### src/rtl/elevator_pkg.sv
// Shared types and constants for the elevator car controller.
// Pure declarations; no latency, no flow control.
package elevator_pkg;
  localparam int NUM_FLOORS = 8;
  localparam int FLOOR_W    = 3;

  typedef enum logic [1:0] {IDLE, MOVE, DOOR} state_e;

  localparam int CLR_INSIDE = 2;
  localparam int CLR_UP     = 1;
  localparam int CLR_DOWN   = 0;

  // True when any request lies strictly above (up=1) or below (up=0) floor f.
  function automatic logic any_beyond(input logic [NUM_FLOORS-1:0] req,
                                      input logic [FLOOR_W-1:0]    f,
                                      input logic                  up);
    logic r;
    r = 1'b0;
    for (int i = 0; i < NUM_FLOORS; i++) begin
      if ((up && i > int'(f)) || (!up && i < int'(f))) r = r | req[i];
    end
    return r;
  endfunction
endpackage

### src/rtl/elevator_scheduler_if.sv
// Call vectors in, car commands and clear strobes out; estop exists only with ELEV_ESTOP_EN.
// master = car controller, slave = floor-call register file side; no backpressure.
interface elevator_scheduler_if;
  import elevator_pkg::*;

  logic [NUM_FLOORS-1:0] call_inside;
  logic [NUM_FLOORS-1:0] call_up;
  logic [NUM_FLOORS-1:0] call_down;
`ifdef ELEV_ESTOP_EN
  logic                  estop;
`endif
  logic [FLOOR_W-1:0]    floor;
  logic                  moving_up;
  logic                  moving_down;
  logic                  door_open;
  logic                  clr_valid;
  logic [FLOOR_W-1:0]    clr_floor;
  logic [2:0]            clr_mask;

  modport master (
`ifdef ELEV_ESTOP_EN
    input  estop,
`endif
    input  call_inside, call_up, call_down,
    output floor, moving_up, moving_down, door_open, clr_valid, clr_floor, clr_mask
  );

  modport slave (
`ifdef ELEV_ESTOP_EN
    output estop,
`endif
    output call_inside, call_up, call_down,
    input  floor, moving_up, moving_down, door_open, clr_valid, clr_floor, clr_mask
  );
endinterface

### src/rtl/elevator_scheduler_timer.sv
// Loadable down-counter shared by travel and door phases; done while count is zero.
// load takes effect on the next edge; hold freezes the count.
module cycle_timer #(
  parameter int W = 5
) (
  input  logic         clk,
  input  logic         reset,
  input  logic         load,
  input  logic [W-1:0] load_val,
  input  logic         hold,
  output logic         done
);
  logic [W-1:0] count_q;

  always_ff @(posedge clk) begin
    if (reset) begin
      count_q <= '0;
    end else if (!hold) begin
      if (load) count_q <= load_val;
      else if (count_q != '0) count_q <= count_q - 1'b1;
    end
  end

  assign done = (count_q == '0);
endmodule

### src/rtl/elevator_scheduler.sv
// SCAN car controller: one-cycle decisions, registered outputs, one clear strobe per door opening.
// Optional emergency stop under ELEV_ESTOP_EN freezes state and timer; no backpressure on calls.
module elevator_scheduler
  import elevator_pkg::*;
#(
  parameter int TRAVEL_CYCLES = 16,
  parameter int DOOR_CYCLES   = 32
) (
  input  logic                 clk,
  input  logic                 reset,
  elevator_scheduler_if.master bus
);
  localparam int MAX_CYC = (TRAVEL_CYCLES > DOOR_CYCLES) ? TRAVEL_CYCLES : DOOR_CYCLES;
  localparam int TW      = $clog2(MAX_CYC);

  state_e               state_q, state_d;
  logic [FLOOR_W-1:0]   floor_q, floor_d, step_floor, arr_floor, clr_floor_q;
  logic                 dir_q, dir_d;
  logic                 moving_up_q, moving_down_q, door_open_q, clr_valid_q;
  logic [2:0]           clr_mask_q, entry_mask, restart_mask;
  logic [NUM_FLOORS-1:0] req;
  logic                 above, below, ahead, at_inside, at_dir, at_opp, reverse, stop_here;
  logic                 idle_door, idle_up, idle_down, step, enter_door, door_restart, door_close;
  logic                 halt, tmr_load, tmr_done;
  logic [TW-1:0]        tmr_val;

`ifdef ELEV_ESTOP_EN
  assign halt = bus.estop;
`else
  assign halt = 1'b0;
`endif

  always_comb begin
    req   = bus.call_inside | bus.call_up | bus.call_down;
    above = any_beyond(req, floor_q, 1'b1);
    below = any_beyond(req, floor_q, 1'b0);
    if (dir_q && floor_q != FLOOR_W'(NUM_FLOORS - 1)) step_floor = floor_q + 1'b1;
    else if (!dir_q && floor_q != '0)                 step_floor = floor_q - 1'b1;
    else                                              step_floor = floor_q;
    // Floor the door would open at: the next floor while travelling, else here.
    arr_floor = (state_q == MOVE) ? step_floor : floor_q;
    ahead     = any_beyond(req, arr_floor, dir_q);
    at_inside = bus.call_inside[arr_floor];
    at_dir    = dir_q ? bus.call_up[arr_floor]   : bus.call_down[arr_floor];
    at_opp    = dir_q ? bus.call_down[arr_floor] : bus.call_up[arr_floor];
    // Also reverse when only the opposite hall call is here, so it gets served and cleared.
    reverse   = !ahead || !(at_inside || at_dir);
    stop_here = at_inside || at_dir || (!ahead && req[arr_floor]);

    entry_mask             = '0;
    entry_mask[CLR_INSIDE] = at_inside;
    entry_mask[CLR_UP]     = dir_q ? at_dir : (reverse & at_opp);
    entry_mask[CLR_DOWN]   = dir_q ? (reverse & at_opp) : at_dir;

    restart_mask             = '0;
    restart_mask[CLR_INSIDE] = bus.call_inside[floor_q];
    restart_mask[CLR_UP]     = dir_q & bus.call_up[floor_q];
    restart_mask[CLR_DOWN]   = !dir_q & bus.call_down[floor_q];

    idle_door    = (state_q == IDLE) && req[floor_q];
    idle_up      = (state_q == IDLE) && !req[floor_q] && above && (dir_q || !below);
    idle_down    = (state_q == IDLE) && !req[floor_q] && !idle_up && below;
    step         = (state_q == MOVE) && tmr_done;
    enter_door   = idle_door || (step && stop_here);
    // The cycle after a strobe still shows the call being cleared; ignore it then.
    door_restart = (state_q == DOOR) && !clr_valid_q && (restart_mask != '0);
    door_close   = (state_q == DOOR) && tmr_done && !door_restart;

    state_d = state_q;
    dir_d   = dir_q;
    floor_d = floor_q;
    if (enter_door) begin
      state_d = DOOR;
      floor_d = arr_floor;
      dir_d   = reverse ? !dir_q : dir_q;
    end else if (idle_up || idle_down) begin
      state_d = MOVE;
      dir_d   = idle_up;
    end else if (step) begin
      floor_d = arr_floor;
      state_d = ahead ? MOVE : IDLE;
    end else if (door_close) begin
      state_d = IDLE;
    end

    tmr_load = !halt && (enter_door || door_restart || idle_up || idle_down || (step && ahead));
    tmr_val  = (enter_door || door_restart) ? TW'(DOOR_CYCLES - 1) : TW'(TRAVEL_CYCLES - 1);
  end

  cycle_timer #(.W(TW)) u_timer (
    .clk      (clk),
    .reset    (reset),
    .load     (tmr_load),
    .load_val (tmr_val),
    .hold     (halt),
    .done     (tmr_done)
  );

  always_ff @(posedge clk) begin
    if (reset) begin
      state_q       <= IDLE;
      floor_q       <= '0;
      dir_q         <= 1'b1;
      moving_up_q   <= 1'b0;
      moving_down_q <= 1'b0;
      door_open_q   <= 1'b0;
      clr_valid_q   <= 1'b0;
      clr_floor_q   <= '0;
      clr_mask_q    <= '0;
    end else if (halt) begin
      moving_up_q   <= 1'b0;
      moving_down_q <= 1'b0;
      door_open_q   <= 1'b0;
      clr_valid_q   <= 1'b0;
    end else begin
      state_q       <= state_d;
      floor_q       <= floor_d;
      dir_q         <= dir_d;
      moving_up_q   <= (state_d == MOVE) && dir_d;
      moving_down_q <= (state_d == MOVE) && !dir_d;
      door_open_q   <= (state_d == DOOR);
      clr_valid_q   <= enter_door || door_restart;
      if (enter_door) begin
        clr_floor_q <= arr_floor;
        clr_mask_q  <= entry_mask;
      end else if (door_restart) begin
        clr_floor_q <= floor_q;
        clr_mask_q  <= restart_mask;
      end
    end
  end

  assign bus.floor       = floor_q;
  assign bus.moving_up   = moving_up_q;
  assign bus.moving_down = moving_down_q;
  assign bus.door_open   = door_open_q;
  assign bus.clr_valid   = clr_valid_q;
  assign bus.clr_floor   = clr_floor_q;
  assign bus.clr_mask    = clr_mask_q;
endmodule

### src/flat_wrapper.sv
// flat-port wrapper written by rule: the top's interface ports become plain ports
module elevator_scheduler_flat import elevator_pkg::*;
#(
  parameter int TRAVEL_CYCLES = 16,
  parameter int DOOR_CYCLES   = 32
)
  (clk, reset, bus_call_inside, bus_call_up, bus_call_down, bus_floor, bus_moving_up, bus_moving_down, bus_door_open, bus_clr_valid, bus_clr_floor, bus_clr_mask);
  elevator_scheduler_if bus_i ();
  input  logic clk;
  input  logic reset;
  input wire logic [$bits(bus_i.call_inside)-1:0] bus_call_inside;
  input wire logic [$bits(bus_i.call_up)-1:0] bus_call_up;
  input wire logic [$bits(bus_i.call_down)-1:0] bus_call_down;
  output wire logic [$bits(bus_i.floor)-1:0] bus_floor;
  output wire logic [$bits(bus_i.moving_up)-1:0] bus_moving_up;
  output wire logic [$bits(bus_i.moving_down)-1:0] bus_moving_down;
  output wire logic [$bits(bus_i.door_open)-1:0] bus_door_open;
  output wire logic [$bits(bus_i.clr_valid)-1:0] bus_clr_valid;
  output wire logic [$bits(bus_i.clr_floor)-1:0] bus_clr_floor;
  output wire logic [$bits(bus_i.clr_mask)-1:0] bus_clr_mask;
  assign bus_i.call_inside = bus_call_inside;
  assign bus_i.call_up = bus_call_up;
  assign bus_i.call_down = bus_call_down;
  assign bus_floor = bus_i.floor;
  assign bus_moving_up = bus_i.moving_up;
  assign bus_moving_down = bus_i.moving_down;
  assign bus_door_open = bus_i.door_open;
  assign bus_clr_valid = bus_i.clr_valid;
  assign bus_clr_floor = bus_i.clr_floor;
  assign bus_clr_mask = bus_i.clr_mask;
  elevator_scheduler #(.TRAVEL_CYCLES(TRAVEL_CYCLES), .DOOR_CYCLES(DOOR_CYCLES)) u_core (.clk(clk), .reset(reset), .bus(bus_i));
endmodule
### config.mk
export PLATFORM = sky130hd
export DESIGN_NAME = elevator_scheduler_flat
export DESIGN_NICKNAME = d
export VERILOG_FILES = /design/src/rtl/elevator_pkg.sv /design/src/rtl/elevator_scheduler_if.sv /design/src/rtl/elevator_scheduler_timer.sv /design/src/rtl/elevator_scheduler.sv /design/src/flat_wrapper.sv
export SDC_FILE = /design/constraint.sdc
export NUM_CORES = 1
export LEC_CHECK = 0
export BUFFER_PORTS_ARGS = -buffer_cell sky130_fd_sc_hd__buf_2
export CAP_MARGIN = 20
export CORE_MARGIN = 3
export CORE_UTILIZATION = 30
export DETAILED_ROUTE_END_ITERATION = 10
export PLACE_DENSITY = 0.52
export REMOVE_ABC_BUFFERS = 1
export SLEW_MARGIN = 10
export SYNTH_ARGS = -nofsm -noshare
export SYNTH_HDL_FRONTEND = slang
export SYNTH_SLANG_ARGS = --single-unit
### constraint.sdc
create_clock -name clk -period 4.5 [get_ports clk]
set_input_delay 0.225 -clock clk [delete_from_list [all_inputs] [get_ports clk]]
set_output_delay 0.225 -clock clk [all_outputs]
set_load 0.02 [all_outputs]
## After elaboration in Yosys (flattened, before gate mapping)

Cells that the tools add are included.

| operators by class | value |
|---|---|
| reduce and logical (&&, ||, !) cells | 66 |
| equal/unequal tests | 6 |
| magnitude comparators | 30 |
| bitwise operators | 24 |
| mux-type cells | 63 |
| add/subtract/negate cells | 3 |

Operators with widths:

| kind | number |
|---|---|
| 1-bit 2-to-1 mux | 38 |
| 1-bit logical AND | 32 |
| 3-bit 2-to-1 mux | 10 |
| 1-bit binary-select mux with 3-bit select | 8 |
| 3-bit greater-than comparator, first input constant | 8 |
| 1-bit OR | 19 |
| 3-bit less-than comparator, first input constant | 6 |
| 1-bit logical OR | 16 |
| 8-bit OR | 2 |
| 5-bit 2-to-1 mux | 3 |
| 2-bit by 3-bit greater-than comparator with 1-bit output, first input constant | 4 |
| 1-bit by 3-bit less-than comparator with 1-bit output, first input constant | 4 |
| 2-bit by 3-bit less-than comparator with 1-bit output, first input constant | 4 |
| 1-bit zero test | 9 |
| 3-bit by 4-bit less-than comparator with 1-bit output, second input constant | 2 |
| 2-bit 2-to-1 mux | 4 |
| 1-bit by 3-bit greater-than comparator with 1-bit output, first input constant | 2 |
| 2-bit nonzero test | 3 |
| 3-bit nonzero test | 2 |
| 5-bit zero test | 1 |
| 5-bit nonzero test | 1 |
| 5-bit by 1-bit subtractor with 5-bit output, second input constant | 1 |
| 2-bit by 1-bit equality test with 1-bit output, second input constant | 2 |
| 2-bit equality test, second input constant | 2 |
| other kinds (7) | 9 |

| storage, ports and cells | value |
|---|---|
| output and inout port bits | 13 |
| bits in registers | 21 |
| input bits | 26 |

## Longest topological paths before layout

Gate-level depths: netlist of run 1.

| logic depth | value |
|---|---|
| depth in word-level cells | 32 |
| gate-level depth with buffers | 15 |
| mapped depth without buffers | 11 |

## Hierarchy

A second synthesis of run 1 with hierarchy kept.

| second synthesis, totals | value |
|---|---|
| cells, all modules | 389 |
| area total of the unflattened synthesis | 2,864.0 µm² |

By module, submodules not included:

| module | cells an instance | sequential area each (µm²) | instances | area an instance (µm²) |
|---|---|---|---|---|
| elevator_scheduler | 349 | 320.3 | 1 | 2,527.4 |
| cycle_timer | 40 | 100.1 | 1 | 336.6 |

## Worst setup path after synthesis of run 1

No wires, ideal clock.

| timing | value |
|---|---|
| path type | reg2reg |
| start point | register u_core.floor_q[1], in the netlist u_core.bus.floor[1] |
| end point | register u_core.dir_q |
| required time | 4.380 ns |
| arrival | 3.603 ns |
| setup slack | 0.778 ns |
| library setup time | 0.120 ns |
| clock period less this slack | 3.722 ns |
| path buffers | 4 |
| stages on the path, launching flop included | 15 |
| cells stage by stage | dfxtp_1 -> clkbuf_8 -> clkbuf_1 -> inv_1 -> ha_1 -> nor2b_1 -> o21a_2 -> or4_1 -> buf_4 -> mux4_2 -> a22oi_2 -> and3_4 -> o221ai_4 -> buf_6 -> a211o_1 |

| between the ends | value |
|---|---|
| cells in the longest elaborated chain, start to end | 28 |
| elaborated cells between the ends (all ways) | 131 |
| those cells by class | 2 x add/sub; 28 x order compare; 1 x eq/ne; 39 x mux; 19 x bitwise; 42 x reduce/logical |

RTL lines:

| item | line | text |
|---|---|---|
| start: declaration | elevator_scheduler.sv:17 | `logic [FLOOR_W-1:0] floor_q, floor_d, step_floor, arr_floor, clr_floor_q;` |
| start signal: assignment | elevator_scheduler.sv:117 | `floor_q <= floor_d;` |
| parallel branches: the longest is 27 deep, another holds 3-bit by 1-bit subtractor with 3-bit output | -- |  |
| 1-bit 2-to-1 mux (*) | elevator_scheduler.sv:72 | `if (enter_door) begin` |
| end signal: assignment | elevator_scheduler.sv:118 | `dir_q <= dir_d;` |
| end: declaration | elevator_scheduler.sv:18 | `logic dir_q, dir_d;` |

Every way passes the cells marked *. The select of a mux whose other input is x is not followed.
A chain may end at the register's enable or synchronous reset.

## Final worst setup path of run 1

| timing | value |
|---|---|
| start point | register u_core.floor_q[0], in the netlist u_core.bus.floor[0] |
| end point | register u_core.moving_up_q, in the netlist u_core.bus.moving_up |

| between the ends | value |
|---|---|
| cells in the longest elaborated chain, start to end | 30 |
| elaborated cells between the ends (all ways) | 150 |
| those cells by class | 2 x add/sub; 28 x order compare; 2 x eq/ne; 50 x mux; 21 x bitwise; 47 x reduce/logical |

RTL lines:

| item | line | text |
|---|---|---|
| parallel branches: the longest is 29 deep, another holds 3-bit by 1-bit subtractor with 3-bit output | -- |  |
| 1-bit logical AND (*) | elevator_scheduler.sv:119 | `moving_up_q <= (state_d == MOVE) && dir_d;` |
| end signal: assignment | elevator_scheduler.sv:119 |  |
| end: declaration | elevator_scheduler.sv:19 | `logic moving_up_q, moving_down_q, door_open_q, clr_valid_q;` |

Marked as above.

==> impl_metrics.tcl, run 1 <==
set metrics [dict create \
    peakVddDrop_v 0.0001449 \
    synth_top_area_cell "dfxtp_1" \
    synth-edff-count 0 \
    synth_seq_cells 21 \
    period_minus_slack_ns 3.951 \
    ys_top_cells_by_count "39 x nor2_1, 32 x nand2_1, 21 x a21oi_1, 21 x dfxtp_1, 16 x nor3_1" \
    clock_path_buffers 2 \
    max_stage_delay_ns 0.77 \
    hold_start "reset" \
    fill_cells 870 \
    postRouteAntennaNets 0 \
    power_density_nw_per_um2 203.8 \
    drv_cap 0 \
    tightest_slew_ns 0.9721 \
    grt_max_degree 35 \
    drt_wl_total_mm 8.062 \
    wire_per_inst_um 17.84 \
    synth_warnings 0 \
    reg2reg_from "u_core.bus.floor[0]" \
    hold_class "input pin to register" \
    timing_worst_setup_path_type "register to register" \
    firstDrtPassIters 4 \
    cts_buffers 3 \
    status "finished clean" \
    viasPerCell 5.633 \
    vias 2546 \
    dp_hpwl_mm 6.118 \
    antenna_found_initial 0 \
    gr-total-overflow 0 \
    async_flop_share 0 \
    maxSlewViolCount 0 \
    finClkSkew_ns 0.003866 \
    hold-worst-slack_ns 0.3417 \
    synth_top_area_share 0.1704 \
    cp_data_required_time_ns 4.69 \
    crit_family "simple AND/OR/NAND/NOR gates" \
    syn_area_um2 2467 \
    post_cts_buffers 0 \
    start_util 0.3144 \
    crit_fanout 18 \
    fmax_mhz 253.1 \
    worst-path-buf-inv 2 \
    worstSetupEndpointType "register" \
    p_leak_nw 1.045 \
    track_usage 0.1691 \
    yosysSeqAreaShare 0.1704 \
    fin_crit_sh 0.8781 \
    setup_viol 0 \
    crit_path_start_kind "register" \
    synth_most_common_cell "nor2_1" \
    yosys_most_used_dff "dfxtp_1" \
    drtIter0Drc 226 \
    clk_latency_ns 0.26 \
    rsz0062_at_grt "no" \
    drc 0 \
    netlist_instances 320 \
    grt_pass1_vias 2430 \
    ys_types 70 \
    ios 39 \
    cp_cell_sequence "clkinv_1 -> buf_4 -> ha_1 -> nor2b_1 -> o21a_2 -> or4_1 -> mux4_2 -> a22oi_2 -> and3_4 -> o221ai_4 -> a211o_1 -> nor3b_2" \
    cts.reportedPaths.clkPinSlew_ns 0.08 \
    dp_slack_ns 0.6039 \
    row_count 32 \
    slew_headroom 0.3470 \
    chipHeight_um 96.69 \
    hold_violations 0 \
    clockRootBuffer "clkbuf_8" \
    slowest_stage "or4_1" \
    area_delta_synth_final_pct 11.87 \
    startpoint "u_core.bus.floor[0]" \
    grt_pass1_wl_mm 13.26 \
    tritoncts "built" \
    num_antenna_cells 0 \
    num-nets-final 384 \
    core_um2 7848 \
    layout-drive-gt1-share 0.2286 \
    regArea_um2 420.4 \
    cts_resized 0 \
    cts.htree.levels 1 \
    clock-sinks 21 \
    die_w_um 96.69 \
    gp_congestion 0.8858 \
    die-area_um2 9349 \
    cts_hold_buf 0 \
    multi_input_area_um2 1872 \
    worst_slack_ns 0.5486 \
    critPathArrivalTime_ns 4.14 \
    io_buffer_count 38 \
    synth.area.top_cells "dfxtp_1 17%, nor2_1 5.9%, mux4_2 5.5%, nand2_1 4.9%, a21oi_1 4.3%" \
    syn_avg_cell_area_um2 7.711 \
]
==> cell usage in the layout (no fill, tap or decap), drive strengths merged, types with 5 or more instances in the layout <==
cell / n
nand3: 10
mux2i: 9
a211oi: 9
inv: 7
nor4: 8
dfxtp: 21
a2111oi: 5
nand2b: 13
ha: 7
o21ai: 13
a21oi: 21
a32oi: 7
nand2: 33
a31oi: 5
nor2: 40
nor3: 17
mux4: 6
buf: 47
==> cells by family after synthesis <==
kind of cell | after synthesis | share of synthesized area
XOR/XNOR | 4 | 0.01420
buffers and inverters | 30 | 0.07099
AND/OR/NAND/NOR | 146 | 0.3215
adder cells (fa/ha/maj) | 7 | 0.03550
multiplexers | 19 | 0.1095
AO/OA/AOI/OAI | 93 | 0.2779
flip-flops | 21 | 0.1704
==> layer usage <==
metal  vias to the layer above  wire length [um]  track usage
met3                         8               320      0.01802
li1                       1257                 -            -
met2                        73              3815       0.2728
met4                         0               124      0.02916
met1                      1208              3801       0.2461
met5                         -                 0            0
==> worst reg2reg max path: cells and delay by family, from the launching register on <==
| family | cells | cell delay, ns |
|---|---|---|
| fa+ha+maj | 1 | 0.24 |
| buf+inv | 2 | 0.31 |
| flops | 1 | 0.59 |
| simple gates | 4 | 1.33 |
| compound gates | 4 | 0.98 |
| mux | 1 | 0.41 |
==> registers in the layout (all words and copies together), names as in the netlist <==
register	count
u_core.bus.clr_mask	3
u_core.u_timer.count_q	5
u_core.bus.floor	3
u_core.bus.door_open	1
u_core.bus.moving_up	1
u_core.dir_q	1
u_core.state_q	2
u_core.bus.clr_floor	3
u_core.bus.clr_valid	1
u_core.bus.moving_down	1
==> final cells by class <==
| type | instances | area share |
|---|---|---|
| clock buffer | 3 | 0.01496 |
| clock inverter | 1 | 0.002720 |
| inverter | 9 | 0.01224 |
| multi-input combinational | 269 | 0.6782 |
| sequential | 21 | 0.1523 |
| tap | 102 | 0.04624 |
| timing repair buffer | 47 | 0.09338 |
==> stage by stage <==
step	util	power, W	setup TNS [ns]	instance area, um2	instances
3_5_place_dp	0.3455	0.0004392	0	2711	448
5_1_grt	0.3517	0.0006025	0	2760	452
6_report	0.3517	0.0005624	0	2760	452
3_3_place_gp	0.3455	0.0004403	0	2711	448
4_1_cts	0.3517	0.0005682	0	2760	452
2_1_floorplan	-	0.0003633	-7.097	2326	299
==> path summary, 6_finish.rpt <==
| check | to | slack (ns) | cells past startpoint |
|---|---|---|---|
| min | u_core.bus.clr_mask[0] | 0.34 | 2 |
| max | u_core.bus.moving_up | 0.55 | 12 |
| max reg2reg | u_core.bus.moving_up | 0.55 | 12 |
| min reg2reg | u_core.u_timer.count_q[4] | 0.49 | 2 |
==> where the power goes <==
part | total [W] | internal, W | leakage (nW) | switching, W
clock network | 0.000126 | 0.0000625 | 0.0217 | 0.0000634
registers | 0.000214 | 0.000203 | 0.173 | 0.0000116
logic | 0.000222 | 0.0000845 | 0.850 | 0.000138
total | 0.000562 | 0.000350 | 1.05 | 0.000213
Note: power is estimated with default switching activity, not from simulation.
==> run 2, diff against run 1 <==
--- a/config.mk
+++ b/config.mk
@@ -8,9 +8,8 @@
 export BUFFER_PORTS_ARGS = -buffer_cell sky130_fd_sc_hd__buf_2
 export CAP_MARGIN = 20
 export CORE_MARGIN = 3
-export CORE_UTILIZATION = 30
+export CORE_UTILIZATION = 40
 export DETAILED_ROUTE_END_ITERATION = 10
-export PLACE_DENSITY = 0.52
 export REMOVE_ABC_BUFFERS = 1
 export SLEW_MARGIN = 10
 export SYNTH_ARGS = -nofsm -noshare
==> run 2 against run 1 <==
Against the previous run:
- critical path depth unchanged
- fmax up 2.5%
- worst setup slack better by 0.098 ns
- sequential cell count unchanged
- worst hold slack worse by 0.0024 ns
- global-route usage up 4.9 points
- register-to-register slack better by 0.098 ns
- combinational power down 5%
- sequential power up 4%
- clock skew up 0.0033 ns
- critical path type unchanged
- critical endpoint unchanged
- largest power group is now registers
==> impl_metrics.tcl, run 2 (same netlist as run 1, synthesis figures left out) <==
set metrics [dict create \
    tritoncts "built" \
    final_cell_mix "39 x nor2_1, 38 x buf_2, 32 x nand2_1" \
    core_um2 5743 \
    period_minus_slack_ns 3.853 \
    track_usage 0.2183 \
    num-nets-final 384 \
    layout-drive-gt1-share 0.2257 \
    hold_start "reset" \
    reg2reg_from "u_core.bus.floor[0]" \
    peakVddDrop_v 0.0001964 \
    instances_no_fill 422 \
    hold_violations 0 \
    mostFrequentLayoutCell "nor2_1" \
    start_util 0.4296 \
    largest_reg_flops 5 \
    cts_buffers 3 \
    post_cts_buffers 0 \
    cp_data_required_time_ns 4.69 \
    row_count 27 \
    io_buffer_count 38 \
    num_antenna_cells 0 \
    viasPerCell 6.405 \
    slew_headroom 0.3336 \
    regArea_um2 420.4 \
    critPathArrivalTime_ns 4.05 \
    dp_hpwl_mm 6.043 \
    status "finished clean" \
    grt_max_degree 36 \
    gp_congestion 0.9630 \
    p_int_w 0.0003491 \
    clk_latency_ns 0.27 \
    gr-total-overflow 0 \
    worstRegToRegCells 12 \
    swShare 0.3769 \
    slowest_stage "or4_1" \
    cp_cell_sequence "clkinv_1 -> buf_4 -> ha_1 -> nor2b_1 -> o21a_2 -> or4_1 -> mux4_2 -> a22oi_2 -> and3_4 -> o221ai_4 -> a211o_1 -> nor3b_2" \
    grt_pass1_wl_mm 12.74 \
    wl_met1_mm 3.516 \
    clock_path_buffers 2 \
    setup_viol 0 \
    tightest_slew_ns 0.9920 \
    maxSlewViolCount 0 \
    regMostFlops "u_core.u_timer.count_q" \
    drc 0 \
    die_w_um 84.54 \
    met3_wirelength_um 602 \
    cts_resized 0 \
    clock-sinks 21 \
    finClkSkew_ns 0.007137 \
    firstDrtPassIters 5 \
    p_comb_frac 0.379 \
    hold_path_end "u_core.bus.clr_mask[0]" \
    worst-path-buf-inv 2 \
    clock_power_share 0.225 \
    p_leak_nw 1.047 \
    crit_family "simple AND/OR/NAND/NOR gates" \
    dp_cells 418 \
    wire_per_inst_um 19.00 \
    p_seq_frac 0.396 \
    rrSetupSlack_ns 0.65 \
    hold_class "input pin to register" \
    rsz0062_at_grt "no" \
    setup-tns-final_ns 0 \
    reg2reg_to "u_core.bus.moving_up" \
    drt_wl_total_mm 8.018 \
    drtIter0Drc 217 \
    min_path_cells 2 \
    crit_path_start_kind "register" \
    timing_worst_setup_path_type "register to register" \
    clockRootBuffer "clkbuf_8" \
    postRouteAntennaNets 0 \
    power_density_nw_per_um2 206.0 \
    multi_input_area_um2 1872 \
    max_stage_delay_ns 0.75 \
    fin_crit_sh 0.8563 \
    cts.htree.levels 1 \
    fmax_mhz 259.5 \
    fill_cells 596 \
    power_switching_w 0.0002111 \
    area_delta_synth_final_pct 10.19 \
    top_layer_used "met4" \
    drv_cap 0 \
    vias 2703 \
    ios 39 \
    die-area_um2 7147 \
    cts.reportedPaths.clkPinSlew_ns 0.08 \
    antenna_found_initial 0 \
    crit_fanout 18 \
    worstSetupEndpointType "register" \
    dr_wl_met2_mm 3.667 \
    grt_pass1_vias 2444 \
    cts_hold_buf 0 \
    chipHeight_um 84.54 \
]
==> run 2: changes by cell type in the layout (fill, tap and decap cells not counted) <==
cell | previous run | this run
clkinvlp_4 | 1 | 0
clkbuf_1 | 0 | 1
==> run 2: power groups by stage <==
stage	sequential, W	combinational, W	clock, W
floorplan	0.000232	0.000132	0
global placement	0.000226	0.000210	0
detailed placement	0.000226	0.000209	0
CTS	0.000222	0.000210	0.000129
global route	0.000225	0.000233	0.000136
finish	0.000222	0.000212	0.000126
==> run 2: final cells by class <==
class / count / area share
Multi-Input combinational cell: 269 / 0.6885
Timing Repair Buffer: 47 / 0.09480
Clock buffer: 4 / 0.01657
Sequential cell: 21 / 0.1546
Inverter: 9 / 0.01243
Tap cell: 72 / 0.03313
==> run 2: metrics by stage <==
step / setup slack [ns] / hold WS, ns / cell area (um2) / total power (W) / utilization
3_5_place_dp: 0.6904 / 0.4800 / 2674 / 0.0004355 / 0.4656
2_1_floorplan: -0.4901 / 0.2941 / 2326 / 0.0003633 / -
5_1_grt: 0.4241 / 0.3752 / 2719 / 0.0005949 / 0.4734
6_report: 0.6466 / 0.3393 / 2719 / 0.0005602 / 0.4734
4_1_cts: 0.6727 / 0.3384 / 2719 / 0.0005608 / 0.4734
3_3_place_gp: 0.7362 / 0.4706 / 2674 / 0.0004360 / 0.4656
==> run 2: worst max-delay path by stage <==
stage,from,end,slack [ns],cells past startpoint
4_1_cts,u_core.bus.floor[0],u_core.bus.moving_up,0.67,12
6_report,u_core.bus.floor[0],u_core.bus.moving_up,0.65,12
3_5_place_dp,u_core.bus.floor[0],u_core.u_timer.count_q[3],0.69,12
2_1_floorplan,u_core.bus.floor[0],u_core.dir_q,-0.49,11
5_1_grt,u_core.bus.floor[0],u_core.u_timer.count_q[3],0.42,12
3_3_place_gp,u_core.bus.floor[1],u_core.dir_q,0.74,11
==> run 2: metal layers <==
| metal | vias up | track usage |
|---|---|---|
| met3 | 23 | 0.03631 |
| met5 | - | 0 |
| li1 | 1273 | - |
| met4 | 0 | 0.07626 |
| met2 | 139 | 0.3395 |
| met1 | 1268 | 0.3040 |
==> run 3, diff against run 2 <==
--- a/config.mk
+++ b/config.mk
@@ -8,10 +8,11 @@
 export BUFFER_PORTS_ARGS = -buffer_cell sky130_fd_sc_hd__buf_2
 export CAP_MARGIN = 20
 export CORE_MARGIN = 3
-export CORE_UTILIZATION = 40
+export CORE_UTILIZATION = 58
 export DETAILED_ROUTE_END_ITERATION = 10
+export PLACE_DENSITY = 0.81
+export RECOVER_POWER = 50
 export REMOVE_ABC_BUFFERS = 1
-export SLEW_MARGIN = 10
 export SYNTH_ARGS = -nofsm -noshare
 export SYNTH_HDL_FRONTEND = slang
 export SYNTH_SLANG_ARGS = --single-unit
==> run 3 against run 2 <==
Against the previous run:
- sequential power is 3% lower
- final area down 2.0%
- critical path depth decreased by 2
- worst hold slack improved by 0.0062 ns
- cell count is 5.5% lower
- largest power group is now combinational cells
==> impl_metrics.tcl, run 3 (same netlist as run 1, synthesis figures left out) <==
set metrics [dict create \
    cp_cell_sequence "clkbuf_1 -> nor2b_1 -> o21a_2 -> or4_1 -> mux4_2 -> a22oi_2 -> and3_4 -> o221ai_4 -> a211o_1 -> nor3b_2" \
    clock_path_buffers 2 \
    wl_met1_mm 3.033 \
    hold_class "input pin to register" \
    worst-path-buf-inv 1 \
    grt_max_degree 45 \
    fill_cells 360 \
    status "finished clean" \
    placedInstanceArea_um2 2639 \
    met3_wirelength_um 639 \
    max_stage_delay_ns 0.82 \
    chipHeight_um 71.23 \
    slowest_stage "clkbuf_1" \
    core_um2 4058 \
    maxSlewViolCount 0 \
    die-area_um2 5073 \
    tightest_slew_ns 1.098 \
    drc 0 \
    top_layer_used "met4" \
    drt_wl_total_mm 7.085 \
    cts.htree.levels 1 \
    rsz0062_at_grt "no" \
    worst_slack_ns 0.5569 \
    dp_slack_ns 0.7297 \
    ios 39 \
    layout-drive-gt1-share 0.1891 \
    num_antenna_cells 0 \
    critPathArrivalTime_ns 4.14 \
    gr-total-overflow 0 \
    clock-sinks 21 \
    finClkSkew_ns 0.002074 \
    hold_violations 0 \
    gp_congestion 0.9339 \
    dp_hpwl_mm 5.362 \
    final_area_um2 2665 \
    clk_latency_ns 0.27 \
    grt_pass1_wl_mm 11.69 \
    crit_family "simple AND/OR/NAND/NOR gates" \
    firstDrtPassIters 5 \
    track_usage 0.2814 \
    worstSetupEndpointType "register" \
    cts_resized 0 \
    cts_hold_buf 0 \
    antenna_found_initial 0 \
    dp_cells 395 \
    p_leak_nw 0.9960 \
    viasPerCell 6.614 \
    regMostFlops "u_core.u_timer.count_q" \
    tritoncts "built" \
    wire_per_inst_um 17.76 \
    cts.reportedPaths.clkPinSlew_ns 0.08 \
    area_delta_synth_final_pct 8.012 \
    peakVddDrop_v 0.0001035 \
    drv_cap 0 \
    vias 2639 \
    die_w_um 71.23 \
    grt_pass1_vias 2368 \
    power_density_nw_per_um2 209.1 \
    hold-worst-slack_ns 0.3455 \
    final_cell_mix "39 x nor2_1, 32 x nand2_1, 28 x buf_2" \
    mostFrequentLayoutCell "nor2_1" \
    slew_headroom 0.2679 \
    postRouteAntennaNets 0 \
    largest_reg_flops 5 \
    num-nets-final 383 \
    clockRootBuffer "clkbuf_8" \
    cp_data_required_time_ns 4.70 \
    crit_path_start_kind "register" \
    io_buffer_count 38 \
    row_count 23 \
    crit_fanout 22 \
    post_cts_buffers 0 \
    cts_buffers 3 \
    dr_wl_met2_mm 3.286 \
    drtIter0Drc 219 \
    period_minus_slack_ns 3.943 \
    instances_no_fill 399 \
    fmax_mhz 253.6 \
    final_util 0.6568 \
    fin_crit_sh 0.8762 \
    setup_viol 0 \
    timing_worst_setup_path_type "register to register" \
    start_util 0.6081 \
]
[run 3: worst paths after layout]
kind                        startpoint                   endpoint  slack [ns]  cells past startpoint
min reg2reg  u_core.u_timer.count_q[4]  u_core.u_timer.count_q[4]        0.49                      2
max                u_core.bus.floor[2]       u_core.bus.moving_up        0.56                     10
max reg2reg        u_core.bus.floor[2]       u_core.bus.moving_up        0.56                     10
min                              reset       u_core.bus.clr_valid        0.35                      2
[run 3: layer usage]
| layer | GRT usage | up-vias |
|---|---|---|
| li1 | - | 1267 |
| met1 | 0.3977 | 1206 |
| met2 | 0.4582 | 151 |
| met3 | 0.03647 | 15 |
| met4 | 0.06472 | 0 |
| met5 | 0 | - |
[run 3: layout make-up]
cell class                      instances  area (um2)  share of cell area
Clock buffer                            3       41.29             0.01549
Clock inverter                          1       5.005            0.001878
Inverter                                9       33.78             0.01268
Multi-Input combinational cell        269        1872              0.7023
Sequential cell                        21       420.4              0.1577
Tap cell                               50       62.56             0.02347
Timing Repair Buffer                   46       230.2             0.08638
[run 3: power by group]
part | leakage (nW) | switching (W) | internal, W | total (W)
sequential | 0.173 | 0.0000120 | 0.000203 | 0.000215
combinational | 0.797 | 0.000135 | 0.0000809 | 0.000216
clock | 0.0255 | 0.0000646 | 0.0000618 | 0.000126
total | 0.996 | 0.000212 | 0.000346 | 0.000557
[run 3: stage by stage]
stage           power, W  setup TNS (ns)
3_3_place_gp   0.0004313               0
5_1_grt        0.0005876               0
3_5_place_dp   0.0004348               0
6_report       0.0005573               0
4_1_cts        0.0005578               0
2_1_floorplan  0.0003633          -7.097
